**src/rtl/seg_pkg.sv**
```systemverilog
// seg_pkg: shared scan default, segment codes, control bytes, digit-entry type and hex helpers
package seg_pkg;
  localparam int SCAN_CNT_MAX_DEF = 50000;
  localparam logic [15:0][7:0] SEG_CODES = {
    8'h8E, 8'h86, 8'hA1, 8'hC6, 8'h83, 8'h88, 8'h90, 8'h80,
    8'hF8, 8'h82, 8'h92, 8'h99, 8'hB0, 8'hA4, 8'hF9, 8'hC0
  };
  localparam logic [6:0] SEG_BLANK = 7'h7F;
  localparam logic [7:0] BYTE_BS  = 8'h08;
  localparam logic [7:0] BYTE_ESC = 8'h1B;
  localparam logic [7:0] BYTE_DOT = 8'h2E;
  localparam logic [7:0] BYTE_CR  = 8'h0D;
  localparam logic [7:0] BYTE_LF  = 8'h0A;
  typedef struct packed {
    logic       valid;
    logic [3:0] value;
    logic       dp;
  } digit_t;
  function automatic logic is_hex(input logic [7:0] b);
    return (b >= "0" && b <= "9") || (b >= "A" && b <= "F") || (b >= "a" && b <= "f");
  endfunction
  function automatic logic [3:0] hex_val(input logic [7:0] b);
    return b <= "9" ? b[3:0] : b[3:0] + 4'd9;
  endfunction
endpackage

```
**src/rtl/seg_decode.sv**
```systemverilog
// seg_decode: one digit entry (i_valid, i_value, i_dp) to active-low common-anode segments o_seg
module seg_decode
  import seg_pkg::*;
(
  input  logic       i_valid,
  input  logic [3:0] i_value,
  input  logic       i_dp,
  output logic [7:0] o_seg
);
  assign o_seg = {~i_dp, i_valid ? SEG_CODES[i_value][6:0] : SEG_BLANK};
endmodule

```
**src/rtl/uart_seg_disp.sv**
```systemverilog
// uart_seg_disp: UART bytes (pi_data/pi_flag) edit a 6-digit hex buffer scanned onto sel/seg; err_flag pulses on bad bytes
module uart_seg_disp
  import seg_pkg::*;
#(
  parameter int SCAN_CNT_MAX = SCAN_CNT_MAX_DEF
) (
  input  logic       sys_clk,
  input  logic       sys_rst_n,
  input  logic [7:0] pi_data,
  input  logic       pi_flag,
  output logic [5:0] sel,
  output logic [7:0] seg,
  output logic       err_flag
);
  localparam int CW = SCAN_CNT_MAX > 1 ? $clog2(SCAN_CNT_MAX) : 1;
  digit_t [5:0] r_buf;
  logic         r_err;
  logic [CW-1:0] r_cnt;
  logic [2:0]   r_idx;
  logic [5:0]   r_sel;
  logic [7:0]   r_seg;
  digit_t       w_cur;
  logic [7:0]   w_seg;
  logic         w_tc;
  assign w_cur = r_buf[r_idx];
  assign w_tc  = r_cnt == CW'(SCAN_CNT_MAX - 1);
  seg_decode u_dec (
    .i_valid(w_cur.valid),
    .i_value(w_cur.value),
    .i_dp   (w_cur.dp),
    .o_seg  (w_seg)
  );
  always_ff @(posedge sys_clk or negedge sys_rst_n) begin
    if (!sys_rst_n) begin
      r_buf <= '0;
      r_err <= 1'b0;
    end else begin
      r_err <= 1'b0;
      if (pi_flag) begin
        if (is_hex(pi_data))
          r_buf <= {r_buf[4:0], digit_t'{1'b1, hex_val(pi_data), 1'b0}};
        else if (pi_data == BYTE_DOT)
          r_buf[0].dp <= 1'b1;
        else if (pi_data == BYTE_BS)
          r_buf <= {digit_t'('0), r_buf[5:1]};
        else if (pi_data == BYTE_ESC)
          r_buf <= '0;
        else if (pi_data != BYTE_CR && pi_data != BYTE_LF)
          r_err <= 1'b1;
      end
    end
  end
  always_ff @(posedge sys_clk or negedge sys_rst_n) begin
    if (!sys_rst_n) begin
      r_cnt <= '0;
      r_idx <= 3'd0;
      r_sel <= 6'b111110;
      r_seg <= 8'hFF;
    end else begin
      r_cnt <= w_tc ? '0 : r_cnt + 1'b1;
      r_idx <= w_tc ? (r_idx == 3'd5 ? 3'd0 : r_idx + 3'd1) : r_idx;
      r_sel <= ~(6'd1 << r_idx);
      r_seg <= w_seg;
    end
  end
  assign sel      = r_sel;
  assign seg      = r_seg;
  assign err_flag = r_err;
endmodule

```
**config.mk**
```make
export PLATFORM = sky130hd
export DESIGN_NAME = uart_seg_disp
export DESIGN_NICKNAME = d
export VERILOG_FILES = /design/src/rtl/seg_pkg.sv /design/src/rtl/seg_decode.sv /design/src/rtl/uart_seg_disp.sv
export SDC_FILE = /design/constraint.sdc
export NUM_CORES = 1
export LEC_CHECK = 0
export BUFFER_PORTS_ARGS = -buffer_cell sky130_fd_sc_hd__clkbuf_2
export CORE_MARGIN = 1
export CORE_UTILIZATION = 30
export CTS_CLUSTER_SIZE = 12
export DETAILED_ROUTE_END_ITERATION = 6
export SKIP_CTS_REPAIR_TIMING = 1
export SLEW_MARGIN = 20
export SYNTH_ARGS = -nofsm -noshare
export SYNTH_HDL_FRONTEND = slang
export SYNTH_HIERARCHICAL = 1
export SYNTH_SLANG_ARGS = --single-unit
```
**constraint.sdc**
```tcl
create_clock -name sys_clk -period 2.75 [get_ports sys_clk]
set_input_delay 0.4125 -clock sys_clk [delete_from_list [all_inputs] [get_ports sys_clk]]
set_output_delay 0.4125 -clock sys_clk [all_outputs]
set_load 0.005 [all_outputs]
```
==> flow_results.xml, run 1 <==
<?xml version="1.0" encoding="UTF-8"?>
<metrics>
  <group name="status">
    <metric name="run_status" unit="">completed</metric>
  </group>
  <group name="power">
    <metric name="peakVddDrop" unit="V">0.000469</metric>
    <metric name="p_int" unit="mW">2.61</metric>
    <metric name="static_leakage" unit="nW">1.93</metric>
    <metric name="pwr_density_cell" unit="nW/um^2">769</metric>
    <metric name="combPwrFrac" unit="">0.198</metric>
    <metric name="p_sw_frac" unit="">0.275</metric>
    <metric name="power.share.sequential" unit="">0.428</metric>
    <metric name="clockPowerShare" unit="">0.374</metric>
    <metric name="p_total" unit="mW">3.60</metric>
    <metric name="reported_net_switching_power" unit="uW">992</metric>
  </group>
  <group name="synthesis">
    <metric name="yosys_most_used_dff" unit="">dfrtp_1</metric>
    <metric name="mappedNetlistArea" unit="um^2">4030</metric>
    <metric name="synthDistinctLibCells" unit="">54</metric>
    <metric name="synth-edff-count" unit="">0</metric>
    <metric name="syn_avg_cell_area" unit="um^2">9.66</metric>
    <metric name="syn_nets" unit="">442</metric>
    <metric name="ys_async_sr_fraction" unit="">1.00</metric>
    <metric name="ys_seq_elements" unit="">70</metric>
    <metric name="netlist_instances" unit="">417</metric>
    <metric name="seq_area_frac_synth" unit="">0.439</metric>
    <metric name="yosys_warns" unit="">6</metric>
  </group>
  <group name="job">
    <metric name="max_cap_violations" unit="">0</metric>
  </group>
  <group name="grt">
    <metric name="initial_antenna_violation_count" unit="">0</metric>
    <metric name="met3_usage" unit="">0.0271</metric>
    <metric name="grtUsageMet2" unit="">0.193</metric>
    <metric name="grt_max_degree" unit="">71</metric>
    <metric name="globalRoute.busiestLayer" unit="">met2</metric>
    <metric name="fraction_of_met1_tracks_used_by_global_routing" unit="">0.181</metric>
    <metric name="grtUsageTotal" unit="">0.127</metric>
    <metric name="grt_ovf" unit="">0</metric>
    <metric name="vias_in_the_first_global_route" unit="">2950</metric>
    <metric name="global_route_wire_length_before_repair" unit="mm">14.6</metric>
  </group>
  <group name="clock_network">
    <metric name="clock-root-buffer" unit="">clkbuf_16</metric>
    <metric name="cts-buffers-inserted" unit="">9</metric>
    <metric name="tritoncts_clock_tree" unit="">built</metric>
    <metric name="clkSinkCount" unit="">70</metric>
    <metric name="clk_path_buf_depth" unit="">2</metric>
    <metric name="worst_path_clk_slew" unit="ps">50</metric>
    <metric name="clock_insertion_delay_at_the_later_pin_of_the_skew_report" unit="ps">320</metric>
    <metric name="cts.htree.levels" unit="">3</metric>
  </group>
  <group name="detailed_routing">
    <metric name="drt-vias-per-instance" unit="">4.83</metric>
    <metric name="finalWirelength" unit="mm">8.28</metric>
    <metric name="dr.pass1.iters" unit="">4</metric>
    <metric name="drtIter0Drc" unit="">141</metric>
    <metric name="drc" unit="">0</metric>
    <metric name="routed-via-count" unit="">2978</metric>
    <metric name="drtAntennaViolNets" unit="">0</metric>
    <metric name="detail_route.wl_per_cell" unit="um">13.4</metric>
  </group>
  <group name="sta">
    <metric name="worst_slew_margin_rel" unit="">0.502</metric>
    <metric name="fmax" unit="MHz">400</metric>
    <metric name="final_min_period_over_clock_period" unit="">0.908</metric>
    <metric name="finalSetupViolations" unit="">0</metric>
    <metric name="final.setup.worst_slack" unit="ps">253</metric>
    <metric name="setup_tns" unit="ps">0</metric>
    <metric name="finalHoldViolations" unit="">0</metric>
    <metric name="max_slew.worst_pin.slew" unit="ps">739</metric>
    <metric name="hold-worst-slack" unit="ps">116</metric>
    <metric name="layout_min_cycle_time" unit="ps">2500</metric>
    <metric name="unrepaired_setup_endpoints_after_global_routing" unit="">no</metric>
    <metric name="final_max_slew_viol_count" unit="">0</metric>
    <metric name="fin_worst_skew" unit="ps">7.63</metric>
  </group>
  <group name="critical_path">
    <metric name="critical_path_capture_point_type" unit="">flip-flop</metric>
    <metric name="critical_path_required" unit="ps">2980</metric>
    <metric name="startpoint_type" unit="">flip-flop</metric>
    <metric name="slowest_stage" unit="">dfrtp_1</metric>
    <metric name="largest_stage_delay_on_the_critical_path" unit="ps">580</metric>
    <metric name="crit_path_cell_trace" unit="">mux4_2 &gt; nand2_1 &gt; o21ai_0 &gt; inv_1 &gt; ha_1 &gt; and4bb_2 &gt; a311oi_2</metric>
    <metric name="cp_max_fo" unit="">7</metric>
    <metric name="crit_path_category" unit="">flip-flop to flip-flop</metric>
    <metric name="worst-endpoint-arrival" unit="ps">2730</metric>
  </group>
  <group name="floorplan">
    <metric name="die_y" unit="um">118</metric>
    <metric name="fp.dieW" unit="um">118</metric>
    <metric name="die_area" unit="um^2">13900</metric>
    <metric name="fp-row-count" unit="">41</metric>
    <metric name="io_pins" unit="">26</metric>
    <metric name="initial_core_util" unit="">0.313</metric>
    <metric name="floorplan.core_area" unit="um^2">12900</metric>
  </group>
  <group name="placed_design">
    <metric name="placer_congestion" unit="">0.794</metric>
    <metric name="final_hpwl_dp" unit="mm">5.66</metric>
    <metric name="place.port_buffers" unit="">25</metric>
    <metric name="post-place-ws" unit="ps">161</metric>
  </group>
  <group name="min_path">
    <metric name="worst_hold_path_type" unit="">input pin to asynchronous set/reset pin</metric>
  </group>
  <group name="finish">
    <metric name="nFillCells" unit="">1286</metric>
    <metric name="area_growth_syn_to_layout" unit="%">16.3</metric>
    <metric name="fin_nets" unit="">464</metric>
    <metric name="finalCoreUtilization" unit="">0.364</metric>
    <metric name="post_route_cells_drive_above_1_share" unit="">0.268</metric>
    <metric name="insertedDiodeCount" unit="">0</metric>
  </group>
</metrics>
-- routing by layer --
layer | wire (um) | up-vias
li1 | - | 1484
met3 | 346 | 2
met5 | 0 | -
met1 | 4240 | 1436
met2 | 3650 | 56
met4 | 42 | 0
-- area by class of cell --
cell class,count,area (um^2),share of cell area
sequential,70,1770,0.377
multi-input combinational,311,2070,0.442
clock buffer,13,260,0.0555
tap,172,215,0.0459
clock inverter,3,90.1,0.0192
inverter,12,45.0,0.00961
timing repair buffer,35,238,0.0507
-- cells in the mapped netlist, types with 5 or more instances --
library cell,n,share of area
a21oi_1,12,0.015
a21oi_2,20,0.043
a22o_1,7,0.015
buf_2,5,0.0062
buf_6,7,0.020
clkbuf_1,12,0.011
dfrtp_1,57,0.35
dfstp_2,13,0.085
ha_1,14,0.043
inv_1,12,0.011
mux2i_1,11,0.027
mux4_2,6,0.034
nand2_1,69,0.064
nand3_1,11,0.014
nor2_1,28,0.026
nor2_2,20,0.031
o21ai_0,38,0.047
xnor2_1,6,0.013
xor2_1,10,0.022
-- through the flow --
| step | instances | cell area [um^2] |
|---|---|---|
| final | 616 | 4690 |
| after global routing | 616 | 4690 |
| after CTS | 616 | 4680 |
| after detailed placement | 600 | 4330 |
| after global placement | 600 | 4330 |
| after floorplan | 417 | 4030 |
-- layout by cell type, fill, tap and decap left out, types with 11 or more instances in the layout --
cell type	count
a21oi_1	12
a21oi_2	20
clkbuf_2	24
dfrtp_1	57
dfstp_2	13
ha_1	14
inv_1	12
mux2i_1	11
nand2_1	69
nand3_1	11
nor2_1	28
nor2_2	20
o21ai_0	37
-- state kept, by name, indices dropped and copies added, names as in the netlist --
name / flops
err_flag: 1
r_cnt: 16
sel: 6
seg: 8
r_buf: 36
r_idx: 3
-- critical path, delay by kind of cell (launching register included) --
kind | cells | cell delay (ps)
buf+inv | 1 | 240
flops | 1 | 580
mux | 1 | 570
fa+ha+maj | 1 | 190
simple gates | 2 | 330
compound gates | 2 | 510
-- power groups by stage --
| stage | logic [mW] | clock network (mW) | registers, mW |
|---|---|---|---|
| floorplan | 0.537 | 0 | 1.49 |
| global placement | 0.695 | 0 | 1.56 |
| detailed placement | 0.719 | 0 | 1.55 |
| CTS | 0.723 | 1.38 | 1.54 |
| global route | 0.812 | 1.42 | 1.57 |
| finish | 0.715 | 1.35 | 1.54 |
-- kinds of logic (layout without fill, tap and decap cells) --
group,count (synthesis),after routing,share of synthesized area
and+or+nand+nor,163,163,0.197
AOI/OAI and AO/OA,98,98,0.167
DFF,70,70,0.439
buffers and inverters,36,63,0.0481
muxes,20,20,0.0702
xor gates and xnor gates,16,16,0.0348
adders and majority gates,14,14,0.0435
-- worst paths after layout --
kind                                      startpoint                  end  slack (ps)  depth (start not counted)
worst min-delay path                       sys_rst_n  r_cnt[12]$_DFF_PN0_         120                          2
worst min register to register  r_idx[2]$_DFFE_PN0N_     sel[4]$_DFF_PN1_         480                          1
worst max-delay path            r_idx[0]$_DFFE_PN0N_     seg[0]$_DFF_PN1_         250                          7
min in group sys_clk                         pi_flag   err_flag$_DFF_PN0_         360                          3
max in group asynchronous                  sys_rst_n     seg[3]$_DFF_PN1_        2310                          2
worst max register to register  r_idx[0]$_DFFE_PN0N_     seg[0]$_DFF_PN1_         250                          7
Note: power is estimated with default switching activity, not from simulation.
==> run 2, diff against run 1 <==
Settings changed: ABC_AREA set to 1.
==> flow_results.xml, run 2 <==
<?xml version="1.0" encoding="UTF-8"?>
<metrics>
  <group name="clock_network">
    <metric name="cts-buffers-inserted" unit="">9</metric>
    <metric name="worst_path_clk_slew" unit="ps">60</metric>
    <metric name="cts.htree.levels" unit="">3</metric>
    <metric name="tritoncts_clock_tree" unit="">built</metric>
    <metric name="clock_insertion_delay_at_the_later_pin_of_the_skew_report" unit="ps">340</metric>
    <metric name="clock-root-buffer" unit="">clkbuf_16</metric>
    <metric name="clk_path_buf_depth" unit="">2</metric>
    <metric name="clkSinkCount" unit="">70</metric>
  </group>
  <group name="critical_path">
    <metric name="cp_max_fo" unit="">7</metric>
    <metric name="startpoint_type" unit="">flip-flop</metric>
    <metric name="critical_path_required" unit="ps">2990</metric>
    <metric name="crit_path_cell_trace" unit="">inv_1 &gt; nor2_1 &gt; inv_1 &gt; nor2_1 &gt; nand2_1 &gt; o211ai_1 &gt; inv_1 &gt; ha_1 &gt; inv_1 &gt; nand2_1 &gt; nand3_1 &gt; nand3_1</metric>
    <metric name="critical_path.most_common_cell" unit="">inv_1</metric>
    <metric name="setup.reg_to_reg.worst_slack" unit="ps">480</metric>
    <metric name="largest_stage_delay_on_the_critical_path" unit="ps">360</metric>
    <metric name="crit_path_category" unit="">flip-flop to flip-flop</metric>
    <metric name="slowest_stage" unit="">dfrtp_1</metric>
    <metric name="worst-endpoint-arrival" unit="ps">2510</metric>
    <metric name="critical_path_capture_point_type" unit="">flip-flop</metric>
  </group>
  <group name="floorplan">
    <metric name="die_area" unit="um^2">13800</metric>
    <metric name="floorplan.core_area" unit="um^2">12800</metric>
    <metric name="io_pins" unit="">26</metric>
    <metric name="fp.dieW" unit="um">117</metric>
    <metric name="initial_core_util" unit="">0.312</metric>
    <metric name="die_y" unit="um">117</metric>
    <metric name="fp-row-count" unit="">41</metric>
  </group>
  <group name="placed_design">
    <metric name="placer_congestion" unit="">0.847</metric>
    <metric name="final_hpwl_dp" unit="mm">6.14</metric>
    <metric name="place.port_buffers" unit="">25</metric>
    <metric name="detailed_place.area" unit="um^2">4310</metric>
  </group>
  <group name="sta">
    <metric name="fin_worst_skew" unit="ps">12.5</metric>
    <metric name="final_min_period_over_clock_period" unit="">0.827</metric>
    <metric name="max_slew.worst_pin.slew" unit="ps">669</metric>
    <metric name="finalSetupViolations" unit="">0</metric>
    <metric name="worst_slew_margin_rel" unit="">0.552</metric>
    <metric name="unrepaired_setup_endpoints_after_global_routing" unit="">no</metric>
    <metric name="fmax" unit="MHz">440</metric>
    <metric name="final_max_slew_viol_count" unit="">0</metric>
    <metric name="setup_tns" unit="ps">0</metric>
    <metric name="finalHoldViolations" unit="">0</metric>
    <metric name="layout_min_cycle_time" unit="ps">2270</metric>
  </group>
  <group name="power">
    <metric name="peakVddDrop" unit="V">0.000290</metric>
    <metric name="pwr_density_cell" unit="nW/um^2">550</metric>
    <metric name="static_leakage" unit="nW">2.21</metric>
  </group>
  <group name="detailed_routing">
    <metric name="drtAntennaViolNets" unit="">0</metric>
    <metric name="dr.pass1.iters" unit="">4</metric>
    <metric name="drc" unit="">0</metric>
    <metric name="drt-vias-per-instance" unit="">4.54</metric>
    <metric name="detail_route.wl_per_cell" unit="um">11.8</metric>
    <metric name="routed-via-count" unit="">3381</metric>
    <metric name="drtIter0Drc" unit="">308</metric>
    <metric name="finalWirelength" unit="mm">8.76</metric>
  </group>
  <group name="synthesis">
    <metric name="yosysMostFrequentCell" unit="">nand2_1</metric>
    <metric name="yosysTopAreaCell" unit="">dfrtp_1</metric>
    <metric name="syn_avg_cell_area" unit="um^2">7.39</metric>
    <metric name="synth_largest_type_area_fraction" unit="">0.357</metric>
    <metric name="synth_top_cells_by_count" unit="">208 x nand2_1, 64 x inv_1, 57 x dfrtp_1, 44 x nand3_1, 42 x o21ai_0</metric>
    <metric name="seq_area_frac_synth" unit="">0.442</metric>
    <metric name="yosys_warns" unit="">6</metric>
    <metric name="netlist_instances" unit="">541</metric>
    <metric name="yosys_most_used_dff" unit="">dfrtp_1</metric>
    <metric name="syn_nets" unit="">566</metric>
    <metric name="ys_seq_elements" unit="">70</metric>
    <metric name="synth-edff-count" unit="">0</metric>
    <metric name="mappedNetlistArea" unit="um^2">4000</metric>
    <metric name="synthDistinctLibCells" unit="">31</metric>
    <metric name="synthTopCellsByArea" unit="">dfrtp_1 36%, nand2_1 20%, dfstp_2 8.5%, inv_1 6.0%, nand3_1 5.5%</metric>
    <metric name="ys_async_sr_fraction" unit="">1.00</metric>
  </group>
  <group name="grt">
    <metric name="initial_antenna_violation_count" unit="">0</metric>
    <metric name="global_route_wire_length_before_repair" unit="mm">15.2</metric>
    <metric name="grt_max_degree" unit="">71</metric>
    <metric name="vias_in_the_first_global_route" unit="">3232</metric>
    <metric name="grtUsageTotal" unit="">0.134</metric>
    <metric name="grt_ovf" unit="">0</metric>
  </group>
  <group name="finish">
    <metric name="fin_nets" unit="">594</metric>
    <metric name="insertedDiodeCount" unit="">0</metric>
    <metric name="area_growth_syn_to_layout" unit="%">15.8</metric>
    <metric name="post_route_cells_drive_above_1_share" unit="">0.131</metric>
    <metric name="largest_register_by_flop_count" unit="">r_buf</metric>
    <metric name="most-common-layout-cells" unit="">208 x nand2_1, 64 x inv_1, 57 x dfrtp_1</metric>
    <metric name="finalInstanceArea" unit="um^2">4630</metric>
    <metric name="layout.cells.most_common" unit="">nand2_1</metric>
    <metric name="largest_register_ffs" unit="">36</metric>
  </group>
  <group name="job">
    <metric name="max_cap_violations" unit="">0</metric>
  </group>
  <group name="min_path">
    <metric name="worst_hold_path_type" unit="">input pin to asynchronous set/reset pin</metric>
  </group>
  <group name="status">
    <metric name="run_status" unit="">completed</metric>
  </group>
</metrics>
-- run 2: cell count changes after synthesis, moves of 10 or more --
cell	before	now
clkbuf_1	12	2
a21oi_2	20	0
nand3_1	11	44
inv_1	12	64
mux2i_1	11	0
nor2_2	20	1
nand2_1	69	208
-- run 2: power breakdown --
part | total [mW] | switching [mW] | internal (mW)
Combinational | 0.207 | 0.138 | 0.0687
Clock | 1.25 | 0.440 | 0.815
Sequential | 1.08 | 0.0171 | 1.07
Total | 2.55 | 0.595 | 1.95
-- run 2: cell families (layout without fill, tap and decap cells) --
group                    count (synthesis)  count (layout)  share of synthesized area
adder cells (fa/ha/maj)                 14              14                     0.0438
XOR/XNOR                                14              14                     0.0307
flip-flops                              70              70                      0.442
buffers and inverters                   84             116                     0.0889
AND/OR/NAND/NOR                        299             299                      0.312
AO/OA/AOI/OAI                           60              60                     0.0823
-- run 2: area by class of cell --
cell class / instances / area [um^2]
multi-input cells: 387 / 1880
clock inverters: 5 / 83.8
flip-flops and latches: 70 / 1770
clock buffers: 10 / 239
repair buffers: 32 / 190
inverters: 69 / 259
well taps: 172 / 215
fillers: 1361 / 8190
-- run 2: path summary, 6_finish.rpt --
check / from / depth (start not counted) / to
worst min register to register: r_cnt[13]$_DFF_PN0_ / 1 / r_cnt[13]$_DFF_PN0_
worst max-delay path: r_idx[0]$_DFFE_PN0N_ / 12 / seg[0]$_DFF_PN1_
max in group asynchronous: sys_rst_n / 2 / seg[7]$_DFF_PN1_
worst max register to register: r_idx[0]$_DFFE_PN0N_ / 12 / seg[0]$_DFF_PN1_
min in group sys_clk: pi_flag / 3 / err_flag$_DFF_PN0_
worst min-delay path: sys_rst_n / 2 / r_cnt[12]$_DFF_PN0_
-- run 2: critical path: cells and delay by family, from the launching register on --
family	cells	cell delay (ps)
simple gates	6	810
buf+inv	4	550
flops	1	360
compound gates	1	240
fa+ha+maj	1	230
-- run 2: per-stage QoR --
stage / util / power, mW / hold slack [ps] / setup slack, ps / std cells
final: 0.361 / 2.55 / 98.2 / 477 / 745
after global routing: 0.361 / 2.65 / 138 / 170 / 745
after CTS: 0.361 / 2.58 / 113 / 471 / 745
after detailed placement: 0.336 / 1.31 / 460 / 481 / 730
after global placement: 0.336 / 1.31 / 460 / 619 / 730
after floorplan: - / 1.23 / 117 / 729 / 541
-- run 2: layer usage --
metal | track usage | part of all wire | vias to the layer above
met2 | 0.204 | 0.44 | 70
met1 | 0.188 | 0.51 | 1544
li1 | - | - | 1760
met5 | 0 | 0 | -
met3 | 0.0237 | 0.039 | 7
met4 | 0.0545 | 0.012 | 0
==> run 3, diff against run 2 <==
Clock period 2.75 ns to 1.9 ns, I/O delays scaled along.
==> flow_results.xml, run 3 (synthesis results as in run 2) <==
<?xml version="1.0" encoding="UTF-8"?>
<metrics>
  <group name="detailed_routing">
    <metric name="dr.pass1.iters" unit="">4</metric>
    <metric name="detail_route.wl_per_cell" unit="um">12.1</metric>
    <metric name="drt-vias-per-instance" unit="">4.58</metric>
    <metric name="drtAntennaViolNets" unit="">0</metric>
    <metric name="finalWirelength" unit="mm">9.33</metric>
    <metric name="drtIter0Drc" unit="">333</metric>
    <metric name="routed-via-count" unit="">3541</metric>
    <metric name="drc" unit="">0</metric>
  </group>
  <group name="sta">
    <metric name="final_min_period_over_clock_period" unit="">0.978</metric>
    <metric name="max_slew.worst_pin.slew" unit="ps">507</metric>
    <metric name="finalSetupViolations" unit="">0</metric>
    <metric name="fin_worst_skew" unit="ps">5.73</metric>
    <metric name="finalHoldViolations" unit="">33</metric>
    <metric name="hold-worst-slack" unit="ps">-35.7</metric>
    <metric name="worst_slew_margin_rel" unit="">0.662</metric>
    <metric name="final_max_slew_viol_count" unit="">0</metric>
    <metric name="fmax" unit="MHz">538</metric>
    <metric name="layout_min_cycle_time" unit="ps">1860</metric>
    <metric name="unrepaired_setup_endpoints_after_global_routing" unit="">yes</metric>
    <metric name="setup_tns" unit="ps">0</metric>
  </group>
  <group name="grt">
    <metric name="initial_antenna_violation_count" unit="">0</metric>
    <metric name="global_route_wire_length_before_repair" unit="mm">15.4</metric>
    <metric name="vias_in_the_first_global_route" unit="">3302</metric>
    <metric name="grt_max_degree" unit="">71</metric>
    <metric name="grtUsageTotal" unit="">0.137</metric>
    <metric name="grt_ovf" unit="">0</metric>
  </group>
  <group name="critical_path">
    <metric name="startpoint_type" unit="">flip-flop</metric>
    <metric name="crit_path_category" unit="">flip-flop to flip-flop</metric>
    <metric name="timing.critical_path.depth" unit="">12</metric>
    <metric name="worst-endpoint-arrival" unit="ps">2120</metric>
    <metric name="critPathTopFamily" unit="">buffers and inverters</metric>
    <metric name="critical_path_capture_point_type" unit="">flip-flop</metric>
    <metric name="largest_stage_delay_on_the_critical_path" unit="ps">410</metric>
    <metric name="worst-path-buf-inv" unit="">3</metric>
    <metric name="setup.reg_to_reg.worst_slack" unit="ps">40</metric>
    <metric name="slowest_stage" unit="">dfrtp_1</metric>
    <metric name="critical_path_required" unit="ps">2160</metric>
    <metric name="cp_max_fo" unit="">5</metric>
    <metric name="crit_path_cell_trace" unit="">buf_6 &gt; nor2_4 &gt; buf_6 &gt; nand2_2 &gt; o21ai_2 &gt; o21ai_2 &gt; o211ai_1 &gt; inv_2 &gt; ha_4 &gt; nand2_2 &gt; nand3_2 &gt; nand3_2</metric>
    <metric name="worst_r2r_path_depth" unit="">12</metric>
  </group>
  <group name="clock_network">
    <metric name="tritoncts_clock_tree" unit="">built</metric>
    <metric name="worst_path_clk_slew" unit="ps">60</metric>
    <metric name="clkSinkCount" unit="">70</metric>
    <metric name="clock-root-buffer" unit="">clkbuf_16</metric>
    <metric name="cts-buffers-inserted" unit="">9</metric>
    <metric name="cts.htree.levels" unit="">3</metric>
    <metric name="clock_insertion_delay_at_the_later_pin_of_the_skew_report" unit="ps">340</metric>
    <metric name="clk_path_buf_depth" unit="">2</metric>
  </group>
  <group name="power">
    <metric name="peakVddDrop" unit="V">0.000393</metric>
    <metric name="p_total" unit="mW">3.74</metric>
    <metric name="static_leakage" unit="nW">2.39</metric>
    <metric name="pwr_density_cell" unit="nW/um^2">740</metric>
  </group>
  <group name="placed_design">
    <metric name="place.port_buffers" unit="">25</metric>
    <metric name="final_hpwl_dp" unit="mm">6.09</metric>
    <metric name="placer_congestion" unit="">0.879</metric>
    <metric name="detailed_place.area" unit="um^2">4440</metric>
  </group>
  <group name="finish">
    <metric name="most-common-layout-cells" unit="">200 x nand2_1, 58 x inv_1, 56 x dfrtp_1</metric>
    <metric name="finalInstanceArea" unit="um^2">5060</metric>
    <metric name="layout.cells.most_common" unit="">nand2_1</metric>
    <metric name="largest_register_ffs" unit="">36</metric>
    <metric name="fin_nets" unit="">621</metric>
    <metric name="insertedDiodeCount" unit="">0</metric>
    <metric name="area_growth_syn_to_layout" unit="%">26.4</metric>
    <metric name="post_route_cells_drive_above_1_share" unit="">0.233</metric>
    <metric name="largest_register_by_flop_count" unit="">r_buf</metric>
  </group>
  <group name="floorplan">
    <metric name="initial_core_util" unit="">0.312</metric>
    <metric name="floorplan.core_area" unit="um^2">12800</metric>
    <metric name="die_area" unit="um^2">13800</metric>
    <metric name="fp-row-count" unit="">41</metric>
    <metric name="fp.dieW" unit="um">117</metric>
    <metric name="die_y" unit="um">117</metric>
    <metric name="io_pins" unit="">26</metric>
  </group>
  <group name="job">
    <metric name="max_cap_violations" unit="">0</metric>
  </group>
  <group name="status">
    <metric name="run_status" unit="">finished with violations</metric>
    <metric name="violations" unit="">negative hold slack</metric>
  </group>
  <group name="min_path">
    <metric name="worst_hold_path_type" unit="">input pin to asynchronous set/reset pin</metric>
  </group>
</metrics>
[run 3: area by class of cell]
type                            instances  area [um^2]
Fill cell                            1308         7770
Multi-Input combinational cell        387         2060
Timing Repair Buffer                   59          428
Clock buffer                           12          267
Inverter                               69          264
Clock inverter                          4         53.8
Sequential cell                        70         1770
Tap cell                              172          215
[run 3: through the flow]
stage,setup WS [ps],hold slack [ps],std cells,util
after floorplan,5.56,-10.6,541,-
after global placement,-53.8,346,746,0.346
after detailed placement,-108,347,746,0.346
after CTS,-124,-14.1,762,0.371
after global routing,-64.1,6.56,773,0.394
final,42.1,-35.7,773,0.394
[run 3: path summary, 6_finish.rpt]
kind,start,end
hold reg to reg,r_cnt[13]$_DFF_PN0_,r_cnt[13]$_DFF_PN0_
setup reg to reg,r_idx[0]$_DFFE_PN0N_,seg[3]$_DFF_PN1_
min in group sys_clk,pi_flag,err_flag$_DFF_PN0_
max in group asynchronous,sys_rst_n,seg[7]$_DFF_PN1_
setup / recovery,r_idx[0]$_DFFE_PN0N_,seg[3]$_DFF_PN1_
hold / removal,sys_rst_n,sel[0]$_DFF_PN0_
[run 3: worst register-to-register path, stage by stage, from the launching register on]
cell and delay (ps):
dfrtp_1 410, buf_6 130, nor2_4 130, buf_6 130, nand2_2 50, o21ai_2 80, o21ai_2 70, o211ai_1 150
inv_2 160, ha_4 310, nand2_2 50, nand3_2 60, nand3_2 50
[run 3: per-layer routing]
metal / vias up / routed length (um) / global-route usage
met5: - / 0 / 0
met2: 89 / 4350 / 0.209
met3: 13 / 418 / 0.0363
li1: 1811 / - / -
met4: 0 / 168 / 0.0489
met1: 1628 / 4390 / 0.185
[run 3: report_power, final]
part	total [mW]	switching, mW	internal, mW
combinational	0.412	0.250	0.162
clock	1.76	0.639	1.12
sequential	1.57	0.0215	1.54
